$ cat src/rtl/display_mmio_pkg.sv
// display_mmio_pkg: register map, FSM states and bit indices shared by the display MMIO block.
package display_mmio_pkg;
    localparam logic [31:0] DEF_BASE_ADDR = 32'hFFFF_FC60;
    localparam int OFF_VALUE = 0;
    localparam int OFF_CTRL = 4;
    localparam int OFF_STATUS = 8;
    localparam int CTRL_FREEZE = 0;
    localparam int STAT_PENDING = 0;
    localparam int STAT_TICK_SEEN = 1;
    typedef enum logic {ST_IDLE = 1'b0, ST_PEND = 1'b1} state_t;
endpackage

$ cat src/rtl/display_mmio_if.sv
// display_mmio_if: CPU load/store bus plus the display output of the MMIO block.
interface display_mmio_if;
    logic [31:0] addr;
    logic [31:0] wdata;
    logic [31:0] rdata;
    logic we;
    logic re;
    logic [23:0] data_display;
    modport master (output addr, wdata, we, re, input rdata, data_display);
    modport slave (input addr, wdata, we, re, output rdata, data_display);
endinterface

$ cat src/rtl/display_mmio_reg_tick_gen.sv
// tick_gen: free-running 0..UPDATE_DIV-1 counter, tick high on the last count.
module tick_gen #(
    parameter int UPDATE_DIV = 100_000
) (
    input  logic clk,
    input  logic rst,
    output logic tick
);
    localparam int W = $clog2(UPDATE_DIV);
    logic [W-1:0] cnt;
    assign tick = cnt == W'(UPDATE_DIV - 1);
    always_ff @(posedge clk)
        cnt <= (rst || tick) ? '0 : cnt + 1'b1;
endmodule

$ cat src/rtl/display_mmio_reg.sv
// display_mmio_reg: CPU-visible shadow register pushed to the display only on refresh ticks,
// with freeze control and a sticky commit flag in STATUS.
module display_mmio_reg
    import display_mmio_pkg::*;
#(
    parameter logic [31:0] BASE_ADDR = DEF_BASE_ADDR,
    parameter int UPDATE_DIV = 100_000
) (
    input logic clk,
    input logic rst,
    display_mmio_if.slave bus
);
    logic tick, freeze, tick_seen, commit, pending;
    logic hit_v, hit_c, hit_s, wr_v, rd_s;
    logic [23:0] shadow, display;
    logic [31:0] rdata;
    logic [29:0] word;
    logic unused;
    state_t state, state_nx;

    tick_gen #(.UPDATE_DIV(UPDATE_DIV)) u_tick (.clk(clk), .rst(rst), .tick(tick));

    assign word = bus.addr[31:2] - BASE_ADDR[31:2];
    assign hit_v = word == 30'(OFF_VALUE / 4);
    assign hit_c = word == 30'(OFF_CTRL / 4);
    assign hit_s = word == 30'(OFF_STATUS / 4);
    assign wr_v = bus.we && hit_v;
    assign rd_s = bus.re && hit_s;
    assign pending = state == ST_PEND;
    assign unused = ^{bus.wdata[31:24], bus.addr[1:0]};

    always_ff @(posedge clk)
        state <= rst ? ST_IDLE : state_nx;

    // A store landing on the commit cycle re-arms PEND for the new value.
    always_comb
        state_nx = wr_v ? ST_PEND : commit ? ST_IDLE : state;

    always_comb
        commit = pending && tick && !freeze;

    always_ff @(posedge clk) begin
        if (rst) begin
            shadow <= '0;
            display <= '0;
            freeze <= 1'b0;
            tick_seen <= 1'b0;
            rdata <= '0;
        end else begin
            if (wr_v) shadow <= bus.wdata[23:0];
            if (bus.we && hit_c) freeze <= bus.wdata[CTRL_FREEZE];
            if (commit) display <= shadow;
            tick_seen <= commit || (tick_seen && !rd_s);
            rdata <= !bus.re ? '0 :
                     hit_v ? {8'h0, shadow} :
                     hit_c ? 32'(freeze) << CTRL_FREEZE :
                     hit_s ? (32'(tick_seen) << STAT_TICK_SEEN) | (32'(pending) << STAT_PENDING) :
                     '0;
        end
    end

    assign bus.rdata = rdata;
    assign bus.data_display = display;
endmodule

$ cat src/flat_wrapper.sv
// flat-port wrapper written by rule: the top's interface ports become plain ports
module display_mmio_reg_flat import display_mmio_pkg::*;
#(
    parameter logic [31:0] BASE_ADDR = DEF_BASE_ADDR,
    parameter int UPDATE_DIV = 100_000
)
  (clk, rst, bus_addr, bus_wdata, bus_we, bus_re, bus_rdata, bus_data_display);
  display_mmio_if bus_i ();
  input logic clk;
  input logic rst;
  input wire logic [$bits(bus_i.addr)-1:0] bus_addr;
  input wire logic [$bits(bus_i.wdata)-1:0] bus_wdata;
  input wire logic [$bits(bus_i.we)-1:0] bus_we;
  input wire logic [$bits(bus_i.re)-1:0] bus_re;
  output wire logic [$bits(bus_i.rdata)-1:0] bus_rdata;
  output wire logic [$bits(bus_i.data_display)-1:0] bus_data_display;
  assign bus_i.addr = bus_addr;
  assign bus_i.wdata = bus_wdata;
  assign bus_i.we = bus_we;
  assign bus_i.re = bus_re;
  assign bus_rdata = bus_i.rdata;
  assign bus_data_display = bus_i.data_display;
  display_mmio_reg #(.BASE_ADDR(BASE_ADDR), .UPDATE_DIV(UPDATE_DIV)) u_core (.clk(clk), .rst(rst), .bus(bus_i));
endmodule
$ cat config.mk
export PLATFORM = sky130hd
export DESIGN_NAME = display_mmio_reg_flat
export DESIGN_NICKNAME = d
export VERILOG_FILES = /design/src/rtl/display_mmio_pkg.sv /design/src/rtl/display_mmio_if.sv /design/src/rtl/display_mmio_reg_tick_gen.sv /design/src/rtl/display_mmio_reg.sv /design/src/flat_wrapper.sv
export SDC_FILE = /design/constraint.sdc
export NUM_CORES = 1
export LEC_CHECK = 0
export CAP_MARGIN = 20
export CORE_AREA = 2 2 89 99
export CTS_CLUSTER_SIZE = 24
export DETAILED_ROUTE_END_ITERATION = 12
export DIE_AREA = 0 0 91 101
export PLACE_DENSITY = 0.93
export SLEW_MARGIN = 25
export SYNTH_ARGS = -nofsm -noshare
export SYNTH_HDL_FRONTEND = slang
export SYNTH_SLANG_ARGS = --single-unit
$ cat constraint.sdc
create_clock -name clk -period 7.6 [get_ports clk]
set_input_delay 1.52 -clock clk [delete_from_list [all_inputs] [get_ports clk]]
set_output_delay 1.52 -clock clk [all_outputs]
set_load 0.005 [all_outputs]
==> results.md, run 1 <==
* Worst slew margin at 0.355
* Area post-placement at 0.00506 mm^2
* Number of clock sinks at just over 90
* PostCTS Resize Cnt at 0
* Net count, final at 600
* Final Core Density at 0.641
* Dpl cells at 630
* CTS Buf Count at 9
* # hold bufs at CTS at 0
* Post-route setup TNS at 0 ns
* Final period utilization at 0.673
* First-pass GRT wire length at 16700 um
* HPWL Detailed at 7250 um
* Die Width at 91 um
* GR Util All Layers at 0.226
* Design area at 0.00528 mm^2
* HP Class: flop to flop
* Final Wtd Congestion at approximately 0.9
* Largest net degree at the start of global routing at 56
* ANT cells at 0
* Antenna Violating Nets Remaining at 0
* Clock root buffer: clkbuf_8
* DRC viols at 0
* P&R area growth vs syn at 32.1%
* Post-Syn Instances at 438
* Final Skew at 0.0139 ns
* Async set or reset register ratio after synthesis at 0
* Critical path class: primary input to flop
* I/O Buffers at between 100 and 150
* Cell Chain, Critical Path: clkdlybuf4s50_1 > nand4_1 > nor3_1 > or3b_2 > and4bb_1 > o2111ai_4 > nor4_4 > buf_6 > and2_1
* Vias at 3525
* RSZ-0062 raised after global routing: no
* Post-synthesis register bit count at 92
* Tightest Pin Transition at 0.968 ns
* # setup viols final at 0
* Critical Path Start Type: primary input
* Yosys warning total at 0
* Num ports at roughly 120
* Initial drt markers at 180
* Grt ovf at 0
* Highest Clock Rate at just under 0.2 GHz
* Layout cells sized above 1 at 0.0598
* Main synth FF type: dfxtp_1
* Status: finished clean
* Initial antenna violation count at 0
* Min Hold Slack at 0.470 ns
* Reg clk slew, reported paths at 0.08 ns
* Synth top area share at 0.461
* Number of synthesized flops with an enable pin at 0
* Post-CTS Setup Inserts at 0
* Syn Area/Cell at 9.12 um^2
* Core box area at 0.00823 mm^2
* Fin crit period at 5.11 ns
* Vert. Die Dim at 101 um
* Hold Vio Cnt, Final at 0
* Max FO, Critical Path at 30
* CTS H-Tree Depth at 3
* Vias/cell at 5.46
* Reg2reg setup slack at ~5.2 ns
* Starting Density at 0.485
* Vias in the first global route at 3535
* Cell taking the most area after synthesis: dfxtp_1
* Reg2Reg Depth at 8
* CP max stage cell: nor4_4
* Static Leak at 1.77 nW
* Worst-case clock buffer depth at 2
* Post-Synthesis Cell Area at 0.00400 mm^2
* Crit path capture type: flop
* Std cell rows at 35
* Pre-Repair DR Iteration Count at 7
* Crit-path max cell delay at 0.75 ns
* Drt total wl at 10400 um
* Sequential fraction of the synthesis area at 0.461
* Hold path cells at 1
* Final Max Slew Viols at 0
* MaxCap Viol Count at 0
* Die area at 0.00919 mm^2
* Peak VDD IR at 0.122 mV
* Top post-synthesis cells by area: dfxtp_1, mux2i_1, nor2_1
* Crit path DAT at 5.40 ns
* Non-Filler Instances at about 650
* CTS tree: done
* Post-synth cell types at 52
* Wire per inst at 16.1 um
* Clk_lat worst skew at 0.35 ns
* Power Density at 173 mW/mm^2
* CP Data Required Time at 7.89 ns
==> layout by cell type, fill, tap and decap left out, types with 2 or more instances in the layout <==
cell and count:
clkdlybuf4s50_1 104, dfxtp_1 92, nor2_1 55, nand3_1 33
mux2i_1 28, o21ai_0 28, a21oi_1 28, and2_1 23
nand2_1 14, xor2_1 13, nand4_1 10, inv_1 9
xnor2_1 9, clkbuf_8 9, conb_1 8, nor3_1 5
or3_1 4, a31oi_1 4, nand2b_1 4, nor4_1 4
and4_1 3, and3_1 3, a2111oi_0 3, nor4b_1 2
a2111oi_2 2, nor4_4 2, o31a_1 2, ha_1 2
inv_6 2, bufinv_16 2, clkinv_2 2
==> state kept, by name, summed over array words and instances (netlist names) <==
name and count:
u_core.bus.data_display 24, u_core.bus.rdata 24, u_core.freeze 1, u_core.pending 1, u_core.shadow 24, u_core.tick_seen 1
u_core.u_tick.cnt 17
==> through the flow <==
stage / power, mW / setup slack, ns
final: 0.913 / 2.49
after global routing: 0.944 / 2.32
after CTS: 0.917 / 2.50
after detailed placement: 0.566 / 2.14
after global placement: 0.564 / 2.04
after floorplan: 0.525 / 3.78
==> cell type report <==
cell class	count	area [um^2]
Tap cell	111	139
Clock inverter	7	96.3
Fill cell	694	2950
Timing Repair Buffer	106	1060
Sequential cell	92	1840
Clock buffer	9	124
Inverter	9	33.8
Multi-Input combinational cell	312	1990
==> kinds of logic after synthesis <==
| kind of cell | count (synthesis) | synth area share |
|---|---|---|
| buffers and inverters | 41 | 0.0492 |
| muxes | 28 | 0.0702 |
| xor gates and xnor gates | 22 | 0.0482 |
| AOI/OAI and AO/OA | 79 | 0.128 |
| adders and majority gates | 2 | 0.00626 |
| and+or+nand+nor | 173 | 0.236 |
| other | 1 | 0.000939 |
| DFF | 92 | 0.461 |
==> synthesized netlist by cell type, drive strengths merged (4+ instances only) <==
cell	instances
or3	4
nor2	55
clkbuf	19
xnor2	9
nand2b	4
inv	9
nand3	33
a21oi	28
nor4	6
a2111oi	5
nand2	14
dfxtp	92
o21ai	28
a31oi	4
and2	24
nor3	5
xor2	13
nand4	11
buf	13
mux2i	28
==> where the power goes <==
group	total, mW	switching, mW	internal [mW]
registers	0.484	0.00127	0.483
logic	0.0716	0.0354	0.0362
clock network	0.357	0.170	0.187
total	0.913	0.206	0.706
==> final timing paths <==
path,startpoint,end
setup / recovery,bus_addr[10],u_core.bus.rdata[8]
hold / removal,u_core.u_tick.cnt[0],u_core.u_tick.cnt[0]
setup reg to reg,u_core.u_tick.cnt[0],u_core.bus.data_display[6]
hold reg to reg,u_core.u_tick.cnt[0],u_core.u_tick.cnt[0]
==> metal layers <==
metal,vias up,track usage,wire length [um]
li1,1705,-,-
met1,1677,0.266,4200
met2,126,0.414,5440
met3,17,0.0449,605
met4,0,0.0734,141
met5,-,0,0
==> worst max-delay path: cells and delay by family <==
family | cells | cell delay, ns
compound gates | 1 | 0.42
buf+inv | 2 | 0.85
simple gates | 6 | 2.60
Power figures use the tool's default switching activity.
==> run 2: changes to the inputs <==
--- a/config.mk
+++ b/config.mk
@@ -6,11 +6,11 @@
 export NUM_CORES = 1
 export LEC_CHECK = 0
 export CAP_MARGIN = 20
-export CORE_AREA = 2 2 89 99
+export CORE_AREA = 2 2 91 102
 export CTS_CLUSTER_SIZE = 24
 export DETAILED_ROUTE_END_ITERATION = 12
-export DIE_AREA = 0 0 91 101
-export PLACE_DENSITY = 0.93
+export DIE_AREA = 0 0 93 104
+export PLACE_DENSITY = 0.89
 export SLEW_MARGIN = 25
 export SYNTH_ARGS = -nofsm -noshare
 export SYNTH_HDL_FRONTEND = slang
==> constraint.sdc (replaced) <==
create_clock -name clk -period 5 [get_ports clk]
set_input_delay 1 -clock clk [delete_from_list [all_inputs] [get_ports clk]]
set_output_delay 1 -clock clk [all_outputs]
set_load 0.005 [all_outputs]
==> results.md, run 2 (synthesis gave the netlist of run 1 again) <==
* Reg clk slew, reported paths at 0.09 ns
* Wire per inst at 14.9 um
* HPWL Detailed at 6760 um
* Worst slew margin at 0.319
* Final Wtd Congestion at roughly 0.87
* Final period utilization at 0.799
* Worst-case clock buffer depth at 2
* Static Leak at between 1.5 and 2 nW
* # setup viols final at 0
* Number of clock sinks at just over 90
* I/O Buffers at 105
* Tightest Pin Transition at about 1.0 ns
* Reg power frac at 0.575
* Pre-Repair DR Iteration Count at 6
* PostCTS Resize Cnt at 0
* Final Max Slew Viols at 0
* Drt total wl at between 9000 and 10000 um
* R2R Path End: u_core.bus.data_display[1]
* Commonest non-fill, non-tap cell in the layout: clkdlybuf4s50_1
* Comb pwr share at 0.084
* Vias in the first global route at 3404
* Hold path cells at 1
* Post-CTS Setup Inserts at 0
* Crit path DAT at roughly 4.3 ns
* Std cell rows at 36
* Clk pwr share at 0.341
* P&R area growth vs syn at 31.1%
* RSZ-0062 raised after global routing: no
* Starting Density at 0.462
* Hold Vio Cnt, Final at 0
* Initial drt markers at 203
* Non-Filler Instances at 650
* CTS H-Tree Depth at 3
* CP Data Required Time at 5.30 ns
* Dpl cells at 635
* Power Density at 244 mW/mm^2
* Pre-CTS setup slack at 0.612 ns
* GR Util All Layers at 0.199
* Reg2Reg Depth at 8
* Clock root buffer: clkbuf_8
* HP Class: flop to flop
* Worst reg2reg startpoint: u_core.u_tick.cnt[0]
* Vert. Die Dim at 104 um
* Reg2reg setup slack at about 2.6 ns
* Core box area at a little under 0.009 mm^2
* # hold bufs at CTS at 0
* Critical Path Start Type: primary input
* PnR Total Power at 1.28 mW
* Most frequent cells in the layout: clkdlybuf4s50_1, dfxtp_1, nor2_1
* Initial antenna violation count at 0
* Antenna Violating Nets Remaining at 0
* ANT cells at 0
* Grt ovf at 0
* MaxCap Viol Count at 0
* Vias/cell at 5.33
* Die area at 0.00967 mm^2
* Power Internal at 0.980 mW
* Layout cells sized above 1 at 0.0560
* Net Sw Power at 0.299 mW
* Die Width at 93 um
* CTS tree: done
* Critical path class: primary input to flop
* Net count, final at approximately 600
* Hold Crit Start: u_core.shadow[7]
* Clk_lat worst skew at 0.36 ns
* Crit path capture type: flop
* First-pass GRT wire length at 15700 um
* Max FO, Critical Path at 22
* Sw Ratio at 0.234
* Largest net degree at the start of global routing at 56
* Min Hold Slack at 0.476 ns
* DRC viols at 0
* CTS Buf Count at 9
* Vias at 3465
* Final WS setup at just over 1 ns
* Fin crit period at 3.99 ns
* Final Skew at between 0.01 and 0.015 ns
* Worst hold endpoint: u_core.bus.rdata[7]
* FILL cells at 750
* Status: finished clean
* Num ports at 124
* Peak VDD IR at 0.256 mV
* Highest Clock Rate at 0.250 GHz
* Post-route setup TNS at 0 ns
run 2: worst max path at each step:
stage	to	slack (ns)	startpoint
finish	u_core.bus.rdata[19]	1.01	bus_addr[5]
global route	u_core.bus.rdata[16]	0.77	bus_addr[5]
CTS	u_core.bus.rdata[19]	0.98	bus_addr[5]
detailed placement	u_core.bus.rdata[19]	0.61	bus_addr[5]
global placement	u_core.bus.rdata[16]	0.67	bus_addr[5]
floorplan	u_core.freeze	1.70	bus_addr[5]
run 2: cell type report:
class / count / area [um^2] / share of cell area
multi-input cells: 312 / 1980 / 0.379
flip-flops and latches: 92 / 1840 / 0.352
repair buffers: 108 / 1070 / 0.204
well taps: 114 / 143 / 0.0272
clock buffers: 11 / 141 / 0.0270
inverters: 9 / 33.8 / 0.00645
clock inverters: 4 / 26.3 / 0.00502
run 2: layer usage:
layer	vias to the layer above	GRT usage	wire length [um]
met1	1633	0.241	4020
met3	17	0.0442	557
met4	0	0.0788	210
met5	-	0	0
met2	101	0.341	4880
li1	1714	-	-
run 2: metrics by stage:
step | util | cell area [um^2]
2_1_floorplan | - | 4020
3_3_place_gp | 0.586 | 5070
3_5_place_dp | 0.586 | 5070
4_1_cts | 0.606 | 5240
5_1_grt | 0.606 | 5240
6_report | 0.606 | 5240
run 2: power by group through the flow:
stage	sequential, mW	combinational [mW]	clock [mW]
after floorplan	0.753	0.0453	0
after global placement	0.753	0.104	0
after detailed placement	0.753	0.106	0
after CTS	0.736	0.107	0.446
after global routing	0.736	0.116	0.473
final	0.736	0.107	0.436
run 2: critical path, cell delays in order:
cell and delay, ns:
clkdlybuf4s50_1 0.48, ha_1 0.30, nor4_4 0.33, nor3_1 0.13, or3_1 0.34, a2111oi_2 0.55
o2111ai_4 0.41, nor4_4 0.30, buf_4 0.29, and2_1 0.17
